--- src/rtl/dbg_pkg.sv ---
// Shared constants for the debug mailbox: command codes, FSM states and
// status word indices.
package dbg_pkg;

  localparam logic [31:0] CMD_EXIT   = 32'h0000_0000;
  localparam logic [31:0] CMD_EQ     = 32'h0000_0001;
  localparam logic [31:0] CMD_NE     = 32'h0000_0002;
  localparam logic [31:0] CMD_MEQ    = 32'h0000_0003;
  localparam logic [31:0] CMD_LTU    = 32'h0000_0004;
  localparam logic [31:0] CMD_REGCHK = 32'h0001_0000;
  localparam logic [31:0] CMD_DUMP   = 32'hFFFF_0000;
  localparam logic [31:0] CMD_NONE   = 32'hFFFF_FFFF;

  // arg1 value that tells the bench to skip gp/sp in the register check
  localparam logic [31:0] REGCHK_IGNORE_GP_SP = 32'h0001_0000;

  typedef enum logic [1:0] {
    ST_IDLE   = 2'd0,
    ST_EVAL   = 2'd1,
    ST_HALTED = 2'd2
  } state_t;

  localparam int STAT_PASS = 0;
  localparam int STAT_FAIL = 1;
  localparam int STAT_SEQ  = 2;
  localparam int STAT_CTRL = 3;

endpackage

--- src/rtl/sync_fifo.sv ---
// Single-clock FIFO holding the fail log; a pop in the same cycle frees a
// slot for a push when full, and a rejected push is flagged on o_drop.
module sync_fifo #(
  parameter int WIDTH = 16,
  parameter int DEPTH = 4
) (
  input  logic             clk,
  input  logic             reset,
  input  logic             i_push,
  input  logic [WIDTH-1:0] i_data,
  input  logic             i_pop,
  output logic [WIDTH-1:0] o_data,
  output logic             o_valid,
  output logic             o_drop
);

  localparam int PW = $clog2(DEPTH);

  logic [WIDTH-1:0] r_mem [DEPTH];
  logic [PW-1:0]    r_wr_ptr;
  logic [PW-1:0]    r_rd_ptr;
  logic [PW:0]      r_count;
  logic             w_pop_ok;
  logic             w_push_ok;

  assign w_pop_ok  = i_pop && (r_count != '0);
  assign w_push_ok = i_push && ((r_count != (PW+1)'(DEPTH)) || w_pop_ok);
  assign o_drop    = i_push && !w_push_ok;
  assign o_valid   = (r_count != '0);
  assign o_data    = o_valid ? r_mem[r_rd_ptr] : '0;

  always_ff @(posedge clk) begin
    if (reset) begin
      r_wr_ptr <= '0;
      r_rd_ptr <= '0;
      r_count  <= '0;
    end else begin
      if (w_push_ok) r_wr_ptr <= r_wr_ptr + 1'b1;
      if (w_pop_ok)  r_rd_ptr <= r_rd_ptr + 1'b1;
      r_count <= r_count + (PW+1)'(w_push_ok) - (PW+1)'(w_pop_ok);
    end
  end

  always_ff @(posedge clk) begin
    if (w_push_ok) r_mem[r_wr_ptr] <= i_data;
  end

endmodule

--- src/rtl/dbg_mailbox.sv ---
// Debug mailbox: software writes args then a command word; the command is
// evaluated in one stall cycle, updating pass/fail counters and the fail log.
module dbg_mailbox
  import dbg_pkg::*;
#(
  parameter int DATA_W    = 32,
  parameter int ARG_WORDS = 8,
  parameter int LOG_DEPTH = 4,
  parameter int SEQ_W     = 16
) (
  input  logic                         clk,
  input  logic                         reset,
  input  logic                         we,
  input  logic [$clog2(ARG_WORDS):0]   addr,
  input  logic [DATA_W-1:0]            wdata,
  output logic [DATA_W-1:0]            rdata,
  output logic                         stall,
  output logic                         halt,
  output logic                         regchk_req,
  output logic                         regchk_ignore_gp_sp,
  output logic                         dump_req,
  output logic                         fail_valid,
  input  logic                         fail_pop,
  output logic [SEQ_W-1:0]             fail_seq,
  output logic [SEQ_W-1:0]             pass_count,
  output logic [SEQ_W-1:0]             fail_count
);

  localparam int IW = $clog2(ARG_WORDS);

  function automatic logic [SEQ_W-1:0] sat_inc(input logic [SEQ_W-1:0] v);
    return (&v) ? v : v + 1'b1;
  endfunction

  state_t             r_state;
  state_t             w_state_nxt;
  logic [DATA_W-1:0]  r_mbox [ARG_WORDS];
  logic [SEQ_W-1:0]   r_pass;
  logic [SEQ_W-1:0]   r_fail;
  logic [SEQ_W-1:0]   r_seq;
  logic               r_ovf;
  logic               r_regchk;
  logic               r_dump;
  logic [DATA_W-1:0]  r_rdata;

  logic [IW-1:0]      w_idx;
  logic               w_wr_ok;
  logic               w_cmd_wr;
  logic               w_eval;
  logic               w_is_check;
  logic               w_pass;
  logic               w_push;
  logic               w_drop;
  logic [DATA_W-1:0]  w_cmd;
  logic [DATA_W-1:0]  w_a1;
  logic [DATA_W-1:0]  w_a2;
  logic [DATA_W-1:0]  w_a3;
  logic [DATA_W-1:0]  w_stat;

  assign w_idx    = addr[IW-1:0];
  assign w_wr_ok  = we && !addr[IW] && (r_state == ST_IDLE);
  assign w_cmd_wr = w_wr_ok && (w_idx == '0);
  assign w_eval   = (r_state == ST_EVAL);
  assign w_cmd    = r_mbox[0];
  assign w_a1     = r_mbox[1];
  assign w_a2     = r_mbox[2];
  assign w_a3     = r_mbox[3];

  always_comb begin
    w_state_nxt = r_state;
    case (r_state)
      ST_IDLE:   if (w_cmd_wr) w_state_nxt = ST_EVAL;
      ST_EVAL:   w_state_nxt = (w_cmd == DATA_W'(CMD_EXIT)) ? ST_HALTED : ST_IDLE;
      ST_HALTED: w_state_nxt = ST_HALTED;
      default:   w_state_nxt = ST_IDLE;
    endcase
  end

  always_comb begin
    w_is_check = 1'b1;
    w_pass     = 1'b0;
    case (w_cmd)
      DATA_W'(CMD_EQ):  w_pass = (w_a1 == w_a2);
      DATA_W'(CMD_NE):  w_pass = (w_a1 != w_a2);
      DATA_W'(CMD_MEQ): w_pass = ((w_a1 & w_a3) == (w_a2 & w_a3));
      DATA_W'(CMD_LTU): w_pass = (w_a1 < w_a2);
      DATA_W'(CMD_EXIT), DATA_W'(CMD_REGCHK), DATA_W'(CMD_DUMP): w_is_check = 1'b0;
      default:          w_pass = 1'b0;
    endcase
  end

  assign w_push = w_eval && w_is_check && !w_pass;

  // Fail-log entries carry the sequence number this check is assigned
  sync_fifo #(.WIDTH(SEQ_W), .DEPTH(LOG_DEPTH)) u_fail_log (
    .clk     (clk),
    .reset   (reset),
    .i_push  (w_push),
    .i_data  (sat_inc(r_seq)),
    .i_pop   (fail_pop),
    .o_data  (fail_seq),
    .o_valid (fail_valid),
    .o_drop  (w_drop)
  );

  always_comb begin
    w_stat = '0;
    if      (w_idx == IW'(STAT_PASS)) w_stat = DATA_W'(r_pass);
    else if (w_idx == IW'(STAT_FAIL)) w_stat = DATA_W'(r_fail);
    else if (w_idx == IW'(STAT_SEQ))  w_stat = DATA_W'(r_seq);
    else if (w_idx == IW'(STAT_CTRL)) w_stat = DATA_W'({r_ovf, halt, r_state});
  end

  always_ff @(posedge clk) begin
    if (reset) begin
      r_state <= ST_IDLE;
      for (int i = 1; i < ARG_WORDS; i++) r_mbox[i] <= '0;
      r_mbox[0] <= DATA_W'(CMD_NONE);
      r_pass   <= '0;
      r_fail   <= '0;
      r_seq    <= '0;
      r_ovf    <= 1'b0;
      r_regchk <= 1'b0;
      r_dump   <= 1'b0;
      r_rdata  <= '0;
    end else begin
      r_state <= w_state_nxt;
      if (w_wr_ok) r_mbox[w_idx] <= wdata;
      r_regchk <= w_eval && (w_cmd == DATA_W'(CMD_REGCHK));
      r_dump   <= w_eval && (w_cmd == DATA_W'(CMD_DUMP));
      if (w_eval && w_is_check) begin
        r_seq <= sat_inc(r_seq);
        if (w_pass) r_pass <= sat_inc(r_pass);
        else        r_fail <= sat_inc(r_fail);
      end
      if (w_drop) r_ovf <= 1'b1;
      r_rdata <= addr[IW] ? w_stat : r_mbox[w_idx];
    end
  end

  assign rdata               = r_rdata;
  assign stall               = w_eval;
  assign halt                = (r_state == ST_HALTED);
  assign regchk_req          = r_regchk;
  assign dump_req            = r_dump;
  assign regchk_ignore_gp_sp = (w_a1 == DATA_W'(REGCHK_IGNORE_GP_SP));
  assign pass_count          = r_pass;
  assign fail_count          = r_fail;

endmodule

--- config.mk ---
export PLATFORM = sky130hd
export DESIGN_NAME = dbg_mailbox
export DESIGN_NICKNAME = d
export VERILOG_FILES = /design/src/rtl/dbg_pkg.sv /design/src/rtl/sync_fifo.sv /design/src/rtl/dbg_mailbox.sv
export SDC_FILE = /design/constraint.sdc
export NUM_CORES = 1
export LEC_CHECK = 0
export ABC_AREA = 1
export CORE_MARGIN = 5
export CORE_UTILIZATION = 60
export DETAILED_ROUTE_END_ITERATION = 8
export MAX_ROUTING_LAYER = met4
export PLACE_DENSITY_LB_ADDON = 0.1
export SLEW_MARGIN = 0
export SYNTH_ARGS = -nofsm -noshare
export SYNTH_HDL_FRONTEND = slang
export SYNTH_SLANG_ARGS = --single-unit
export TNS_END_PERCENT = 100
--- constraint.sdc ---
create_clock -name clk -period 3.9 [get_ports clk]
set_clock_uncertainty 0.2 [all_clocks]
set_input_delay 0.78 -clock clk [delete_from_list [all_inputs] [get_ports clk]]
set_output_delay 0.78 -clock clk [all_outputs]
set_load 0.02 [all_outputs]
# Yosys cells after proc, flatten, opt, wreduce, memory -nomap -nowiden
# Memories as Yosys holds them, arrays and structs flattened. A register that Yosys moved wholly into a read port is not among the register bits.
# Index checks and enable logic that the tools add are counted.
[classes]
n_reduce_logical = 25
order_cmp = 1
n_eq_ne = 17
n_bitwise = 5
addsub = 7
mux = 24
[ops]
columns = ["op", "n"]
rows = [
  ["16-bit 2-to-1 mux", 5],
  ["32-bit AND", 2],
  ["32-bit by 17-bit equality test with 1-bit output, second input constant", 2],
  ["32-bit by 2-bit equality test with 1-bit output, second input constant", 2],
  ["32-bit equality test", 2],
  ["32-bit 2-to-1 mux", 2],
  ["16-bit by 1-bit adder with 16-bit output, second input constant", 3],
  ["16-bit AND reduction", 3],
  ["32-bit by 1-bit equality test with 1-bit output, second input constant", 1],
  ["32-bit by 3-bit equality test with 1-bit output, second input constant", 1],
  ["32-bit equality test, second input constant", 1],
  ["32-bit logical NOT", 1],
  ["32-bit less-than comparator", 1],
  ["32-bit != test", 1],
  ["32-bit OR reduction", 1],
  ["1-bit logical AND", 10],
  ["1-bit 2-to-1 mux", 9],
  ["2-bit 2-to-1 mux", 4],
  ["3-bit by 2-bit equality test with 1-bit output, second input constant", 2],
  ["2-bit case mux with 3 select lines", 1],
  ["3-bit AND reduction", 2],
  ["2-bit by 1-bit adder with 2-bit output, second input constant", 2],
  ["4-bit 2-to-1 mux", 1],
  ["1-bit case mux with 4 select lines", 1],
  ["15 further kinds", 19],
]
[totals]
mem_count = 2
ramBits = 320
out_inout_bits = 86
ff_bits = 92
[memory_table]
columns = ["name", "depth", "width", "rd", "rd_clocked_by_memory_dff", "wr", "line_no", "text"]
rows = [
  ["r_mbox", 8, 32, 5, 0, 8, "dbg_mailbox.sv:37", "logic [DATA_W-1:0] r_mbox [ARG_WORDS];"],
  ["u_fail_log.r_mem", 4, 16, 1, 1, 1, "sync_fifo.sv:19", "logic [WIDTH-1:0] r_mem [DEPTH];"],
]

# Depth between registers and ports, before layout
# Gate-level depths: netlist of run 1.
# An unclocked memory read counts as a cell.
[logic_depth]
ltp_word = 9
mapped_depth = 21
ltp_nobuf = 21

# Cells and area by module
# From an unflattened synthesis of run 1, not the netlist that was laid out.
[unflattened]
cells_unflattened = 2161
hier_area_um2 = 19865.3
[by_module_without_submodules]
columns = ["module", "instances", "area_each_um2", "cells_per_inst"]
rows = [
  ["dbg_mailbox", 1, 16843.7, 1899],
  ["sync_fifo", 1, 3021.6, 262],
]

# Least setup slack after synthesis of run 1
# OpenSTA, ideal clock, no wires.
[synth_path]
path_type = "flip-flop to flip-flop"
startpoint = "mem r_mbox[1][23]"
endpoint = "mem u_fail_log.r_mem[0][0] (enable)"
arrival_time_ps = 2613
required_time_ps = 3311
slack_ps = 698
synth_period_minus_slack_ps = 3202
path_stages_with_launch = 16
cell_sequence = "edfxtp_1 > ha_1 > nand2_1 > nor2_2 > nand2_1 > nor2_2 > nand3_1 > clkinv_1 > nor2_1 > nor2_2 > nand2_1 > nor2_1 > nand2_1 > nor2_2 > inv_1 > nor2_1"
[synth_rtl]
columns = ["element", "line_no"]
rows = [
  ["from (decl)", "dbg_mailbox.sv:37"],
  ["to (decl)", "sync_fifo.sv:19"],
]

==> results.md, run 1 <==
* Outcome: completed
* Number of flops mapped to enable cells by yosys at 320
* Count of input and output buffers at approximately 130
* Overall overflow remaining after global route at 0
* Worst relative slew slack at 0.507
* Final HPWL DP at about 39000 um
* Post-synthesis cell type with the largest combined area: edfxtp_1
* DRT Wirelength at ~58000 um
* Fin worst setup slack at between 0.02 and 0.03 ns
* Syn. warnings at 0
* TritonCTS clock tree: yes
* Area enclosed by the die boundary at 36700 um2
* Critical-path cell with the highest stage delay: clkdlybuf4s50_1
* LEAKAGE at 9.18 nW
* Post-route DRC at 0
* Power per standard cell area at around 450 nW/um2
* Final-report max-slew violation count at 0
* Post-Syn Instances at between 2000 and 2500
* Highest attainable clock frequency at around 260 MHz
* Max VDD drop at roughly 0.43 mV
* Endpoint type of the worst setup path: output port
* Final Hold Viols at 0
* Startpoint Class: flop
* Vias per cell at slightly below 6
* Post-synthesis sequential element count at roughly 410
* Required time of the critical path at ~2.9 ns
* Number of routed nets with antenna violations at 0
* FF-to-FF path depth at 19
* Cell depth of the worst min-delay path at 2
* Synth Cell Area at 19800 um2
* Worst-skew pair later-pin latency at 0.55 ns
* Area occupied by registers at roughly 11000 um2
* Iteration count of the initial detailed-routing pass at 5
* Initial core utilization at 0.608
* Number of vias in the routed layout at ~17000
* Stage delay of the slowest cell on the critical path at a little under 0.7 ns
* First DRT Iteration DRCs at about 1500
* Worst slack after detailed placement at between 0.4 and 0.5 ns
* Io pins at roughly 130
* Sink Count at between 400 and 500
* Tightest Hold Check Type: flop to flop
* Area share of and/or/nand/nor cells after synthesis at 0.222
* Root buffer cell: clkbuf_16
* Post-Synth Adder-Cell Area at 0.0269
* Combined area of the multi-input logic cells at about 7000 um2
* Core ar. at between 30000 and 40000 um2
* Number of hold buffers added after CTS at 0
* Aggregate global-route resource usage at 0.323
* Buffer levels on the longest clock path at 3
* Worst-path maximum fanout at 5
* Net count, final at between 2000 and 2500
* Slew at the pin closest to its max-slew limit at 0.732 ns
* Post-synthesis async set-or-reset flop share at 0
* Total of fill cells in the finished design at roughly 2500
* Area added between synthesis and finish at 16.9%
* Fin area at 23100 um2
* Post-CTS Repair Setup Buffers at 0
* H-tree Lvls at 2
* Dominant combinational cell family by area after synthesis: simple AND/OR/NAND/NOR gates
* Dominant cells by area after synthesis: edfxtp_1, dfxtp_1, nor2_1, nand2_1, inv_1
* Number of clock buffers inserted by TritonCTS at 44
* PostCTS Resize Cnt at 1
* Sum of negative setup slack at 0 ns
* Shortest period the worst path allows at around 3.9 ns
* Fraction of post-synthesis cell area in the top cell type by area at 0.485
* Post-synth top flop: edfxtp_1
* Placement Rows at between 60 and 70
* Number of distinct library cells after synthesis at 47
* Dpl cell area at roughly 22000 um2
* Maximum capacitance violations at 0
* Clk pin slew, worst setup/hold paths at 0.06 ns
* Die Wd at 192 um
* Synthesized area divided by synthesized cell count at ~9.0 um2
* Average wire length per cell after detail routing at about 20 um
* Net count of the mapped netlist at about 2300
* Endpoints failing setup at 0
* Setup repair after global routing missed its margin: false
* Routability-driven placement congestion ratio at 1.01
* First-pass GRT wire length at ~89000 um
* Antenna cells at 0
* Pin count of the biggest net entering global routing at between 40 and 50
* Fraction of final layout cells sized beyond drive strength 1 at 0.0640
* Register area share after synthesis at 0.580
* Chip height at ~190 um
* Fraction of the mapped netlist area in compound gates at 0.100
* Initial antenna violation count at 0
* Cells traversed along the worst timing path: nor4_1 -> nand4_1 -> nor3_1 -> clkdlybuf4s50_1
* Start-to-end type of the worst setup path: flop to output port
* Critical path data arrival time at approximately 2.9 ns
* Worst slack on hold paths at between 0.2 and 0.3 ns
* Number of global-route vias before repair at 16461
* Part of the cycle the worst path needs at 0.993
* Area share of xor/xnor cells in the synthesized design at 0.00619
* Post-synthesis mux area share at 0
power breakdown:
| group | total (mW) | switching (mW) | internal (mW) | leakage, nW |
|---|---|---|---|---|
| Combinational | 1.34 | 0.853 | 0.486 | 4.58 |
| Clock | 4.17 | 1.69 | 2.48 | 0.714 |
| Sequential | 4.99 | 0.110 | 4.88 | 3.88 |
cell type report:
type,instances,share of cell area
Tap cell,442,0.0239
Sequential cell,414,0.496
Timing Repair Buffer,184,0.0735
Clock inverter,20,0.00822
Multi-Input combinational cell,1451,0.304
Clock buffer,62,0.0549
Inverter,243,0.0394
worst paths after layout:
path | from | to | slack (ns)
setup / recovery | r_mbox[1][20] | regchk_ignore_gp_sp | 0.03
hold / removal | u_fail_log.r_rd_ptr[1] | u_fail_log.r_rd_ptr[1] | 0.27
setup reg to reg | r_mbox[1][7] | u_fail_log.r_count[2] | 0.38
hold reg to reg | u_fail_log.r_rd_ptr[1] | u_fail_log.r_rd_ptr[1] | 0.27
metal layers:
layer,GRT usage,vias to the layer above,wire (um)
li1,-,7690,-
met1,0.417,7889,22600
met2,0.531,851,27900
met3,0.0471,149,5160
met4,0.112,0,2060
met5,-,-,0
synth_stat cells (all sizes together), types with 12 or more instances:
cell type	instances
o22ai	21
dfxtp	94
ha	41
nor3	20
edfxtp	320
nand2	408
a22oi	70
o2111ai	13
o21ai	73
buf	20
xor2	12
nor2	490
nand4	20
nand3	125
a21oi	89
clkbuf	69
inv	238
kinds of logic (layout without fill, tap and decap cells):
| logic type | after synthesis | after routing |
|---|---|---|
| compound gates | 317 | 317 |
| fa+ha+maj | 42 | 42 |
| flops | 414 | 414 |
| buf+inv | 332 | 509 |
| xor+xnor | 14 | 14 |
| simple gates | 1078 | 1078 |
flip-flops by register name (all words and copies together) (netlist names), 3 cells and up, named ones only:
register / flops
r_mbox: 256
u_fail_log.r_mem: 64
rdata: 32
fail_count: 16
pass_count: 16
r_seq: 16
u_fail_log.r_count: 3
placed cells by master (no fill, tap or decap), types with 70 or more instances in the layout:
cell type / netlist / final
dfxtp_1: 94 / 93
o21ai_0: 73 / 73
nand3_1: 123 / 123
a21oi_1: 87 / 87
a22oi_1: 70 / 70
clkdlybuf4s50_1: 0 / 124
inv_1: 236 / 236
edfxtp_1: 320 / 320
nor2_1: 479 / 478
nand2_1: 404 / 404
metrics by stage:
stage	instances	total power, mW	util
6_report	2816	10.5	0.711
5_1_grt	2816	10.9	0.711
4_1_cts	2816	10.5	0.711
3_5_place_dp	2734	6.40	0.666
3_3_place_gp	2734	6.37	0.666
2_1_floorplan	2197	5.80	-
worst max-delay path, delay by kind of cell (launching register included):
kind	cells	cell delay, ns
buffers and inverters	1	0.69
flip-flops	1	0.47
AND/OR/NAND/NOR	3	1.17
Power figures use the tool's default switching activity.
==> run 2: changes to the inputs <==
- SKIP_CTS_REPAIR_TIMING: unset -> 1
- SKIP_LAST_GASP: unset -> 1
==> results of run 2 <==
The final DEF is identical to that of run 1; final timing and power are the same.
==> run 3: changes to the inputs <==
- SETUP_SLACK_MARGIN: unset -> 0.2
- SLEW_MARGIN: 0 -> 20
==> results.md, run 3 (synthesized netlist as in run 1, its figures left out) <==
* Outcome: completed (unchanged)
* Final standard cell utilization of the core at 0.712 (was 0.711)
* FF-to-FF path depth at 20 (was 19)
* Dpl cell area at 21700 um2 (unchanged)
* H-tree Lvls at 2 (unchanged)
* Start-to-end type of the worst setup path: flop to output port (unchanged)
* Post-route DRC at 0 (unchanged)
* Initial core utilization at 0.608 (unchanged)
* Aggregate global-route resource usage at 0.323 (unchanged)
* Area added between synthesis and finish at 17.1% (was 16.9%)
* Clk pin slew, worst setup/hold paths at 0.06 ns (about the same)
* Routability-driven placement congestion ratio at 1.01 (unchanged)
* Sum of negative setup slack at 0 ns (unchanged)
* Slew at the pin closest to its max-slew limit at 0.761 ns (was 0.732 ns)
* Worst-skew pair later-pin latency at 0.56 ns (was 0.55 ns)
* Highest attainable clock frequency at 269 MHz (was 258 MHz)
* TritonCTS clock tree: yes (unchanged)
* Die Wd at 192 um (unchanged)
* Iteration count of the initial detailed-routing pass at 6 (was 5)
* Highest-count cells in the layout ignoring fill and taps: nor2_1, nand2_1, edfxtp_1 (unchanged)
* Final-report max-slew violation count at 0 (unchanged)
* Final HPWL DP at 38900 um (unchanged)
* Max reg flops at 256 (unchanged)
* Critical-path cell with the highest stage delay: clkdlybuf4s50_1 (unchanged)
* Tightest Hold Check Type: flop to flop (unchanged)
* Commonest non-fill, non-tap cell in the layout: nor2_1 (unchanged)
* Stage delay of the slowest cell on the critical path at 0.65 ns (was 0.69 ns)
* Part of the cycle the worst path needs at 0.954 (was 0.993)
* Io pins at 126 (unchanged)
* Fraction of final layout cells sized beyond drive strength 1 at 0.0657 (was 0.0640)
* Fin worst setup slack at 0.179 ns (was 0.0291 ns)
* Core ar. at 32500 um2 (unchanged)
* Chip height at 192 um (unchanged)
* LEAKAGE at 9.18 nW (about the same)
* Start point of the critical path: r_mbox[1][20] (unchanged)
* Root buffer cell: clkbuf_16 (unchanged)
* Buffer levels on the longest clock path at 3 (unchanged)
* Pin count of the biggest net entering global routing at 46 (unchanged)
* Fin area at 23200 um2 (was 23100 um2)
* Worst slack after detailed placement at 0.465 ns (unchanged)
* Endpoint type of the worst setup path: output port (unchanged)
* Area enclosed by the die boundary at 36700 um2 (unchanged)
* First DRT Iteration DRCs at 1620 (was 1498)
* Critical path data arrival time at 2.74 ns (was 2.89 ns)
* Worst hold path endpoint: u_fail_log.r_rd_ptr[1] (unchanged)
* First-pass GRT wire length at 89200 um (unchanged)
* Vias per cell at 5.88 (was 5.89)
* Number of global-route vias before repair at 16461 (unchanged)
* Worst-path maximum fanout at 5 (unchanged)
* Number of vias in the routed layout at 16553 (was 16579)
* Number of clock buffers inserted by TritonCTS at 44 (unchanged)
* Count of input and output buffers at 125 (unchanged)
* R2R Path End: u_fail_log.r_count[2] (unchanged)
* Final Hold Viols at 0 (unchanged)
* Worst relative slew slack at 0.487 (was 0.507)
* Maximum capacitance violations at 0 (unchanged)
* Power per standard cell area at 454 nW/um2 (about the same)
* Max VDD drop at 0.431 mV (was 0.432 mV)
* Net count, final at 2420 (unchanged)
* Average wire length per cell after detail routing at 20.5 um (about the same)
* Startpoint of the lowest-slack register-to-register path: r_mbox[2][3] (was r_mbox[1][7])
* Sink Count at 414 (unchanged)
* Setup repair after global routing missed its margin: false (unchanged)
* Startpoint Class: flop (unchanged)
* Hold_sp: u_fail_log.r_rd_ptr[1] (unchanged)
* DRT Wirelength at 57800 um (was 57700 um)
* Number of routed nets with antenna violations at 0 (unchanged)
* Antenna cells at 0 (unchanged)
* R2r setup slk at 0.48 ns (was 0.38 ns)
* Endpoints failing setup at 0 (unchanged)
* Initial antenna violation count at 0 (unchanged)
* Overall overflow remaining after global route at 0 (unchanged)
* Shortest period the worst path allows at 3.72 ns (was 3.87 ns)
* Reg with most FFs: r_mbox (unchanged)
* Cells traversed along the worst timing path: nor4_1 -> nand4_1 -> nor3_2 -> clkdlybuf4s50_1 (was nor4_1 -> nand4_1 -> nor3_1 -> clkdlybuf4s50_1)
* Required time of the critical path at 2.92 ns (about the same)
* Placement Rows at 66 (unchanged)
* Cell depth of the worst min-delay path at 2 (unchanged)
run 3: changes by cell type in the layout (fill, tap and decap cells not counted):
cell / delta
nor4_2: +1
nor2_1: -2
nor3_1: -1
nor4_1: -1
nor3_2: +1
nor2_4: +2
run 3: power by group:
| group | internal, mW | switching (mW) | total (mW) |
|---|---|---|---|
| Combinational | 0.486 | 0.856 | 1.34 |
| Clock | 2.48 | 1.71 | 4.19 |
| Sequential | 4.88 | 0.111 | 4.99 |
run 3: worst max path at each step:
stage                             end  slack (ns)  cells past startpoint
2_1_floorplan  u_fail_log.r_mem[0][0]        0.70                     15
3_3_place_gp    u_fail_log.r_count[2]        0.55                     19
3_5_place_dp    u_fail_log.r_count[2]        0.46                     19
4_1_cts                   fail_seq[6]       -0.01                      6
5_1_grt         u_fail_log.r_count[2]        0.21                     19
6_report          regchk_ignore_gp_sp        0.18                      4
run 3: layer usage:
layer / share of wire / GRT usage
met5: 0 / -
met4: 0.035 / 0.112
met3: 0.090 / 0.0471
met2: 0.48 / 0.531
met1: 0.39 / 0.417
run 3: layout make-up:
type / instances / area (um2)
clock buffer: 62 / 1270
sequential: 414 / 11500
multi-input combinational: 1451 / 7050
clock inverter: 20 / 190
inverter: 243 / 912
tap: 442 / 553
timing repair buffer: 184 / 1700
fill: 2513 / 9360
run 3: critical path: cells and delay by family (launching register included):
family	cells	cell delay (ns)
flops	1	0.46
simple gates	3	1.08
buf+inv	1	0.65
run 3: through the flow:
step                      std cells  hold WS (ns)  power [mW]
after floorplan                2197         0.236        5.80
after global placement         2734         0.252        6.37
after detailed placement       2734         0.258        6.40
after CTS                      2816         0.267        10.5
after global routing           2816         0.287        10.9
final                          2816         0.266        10.5
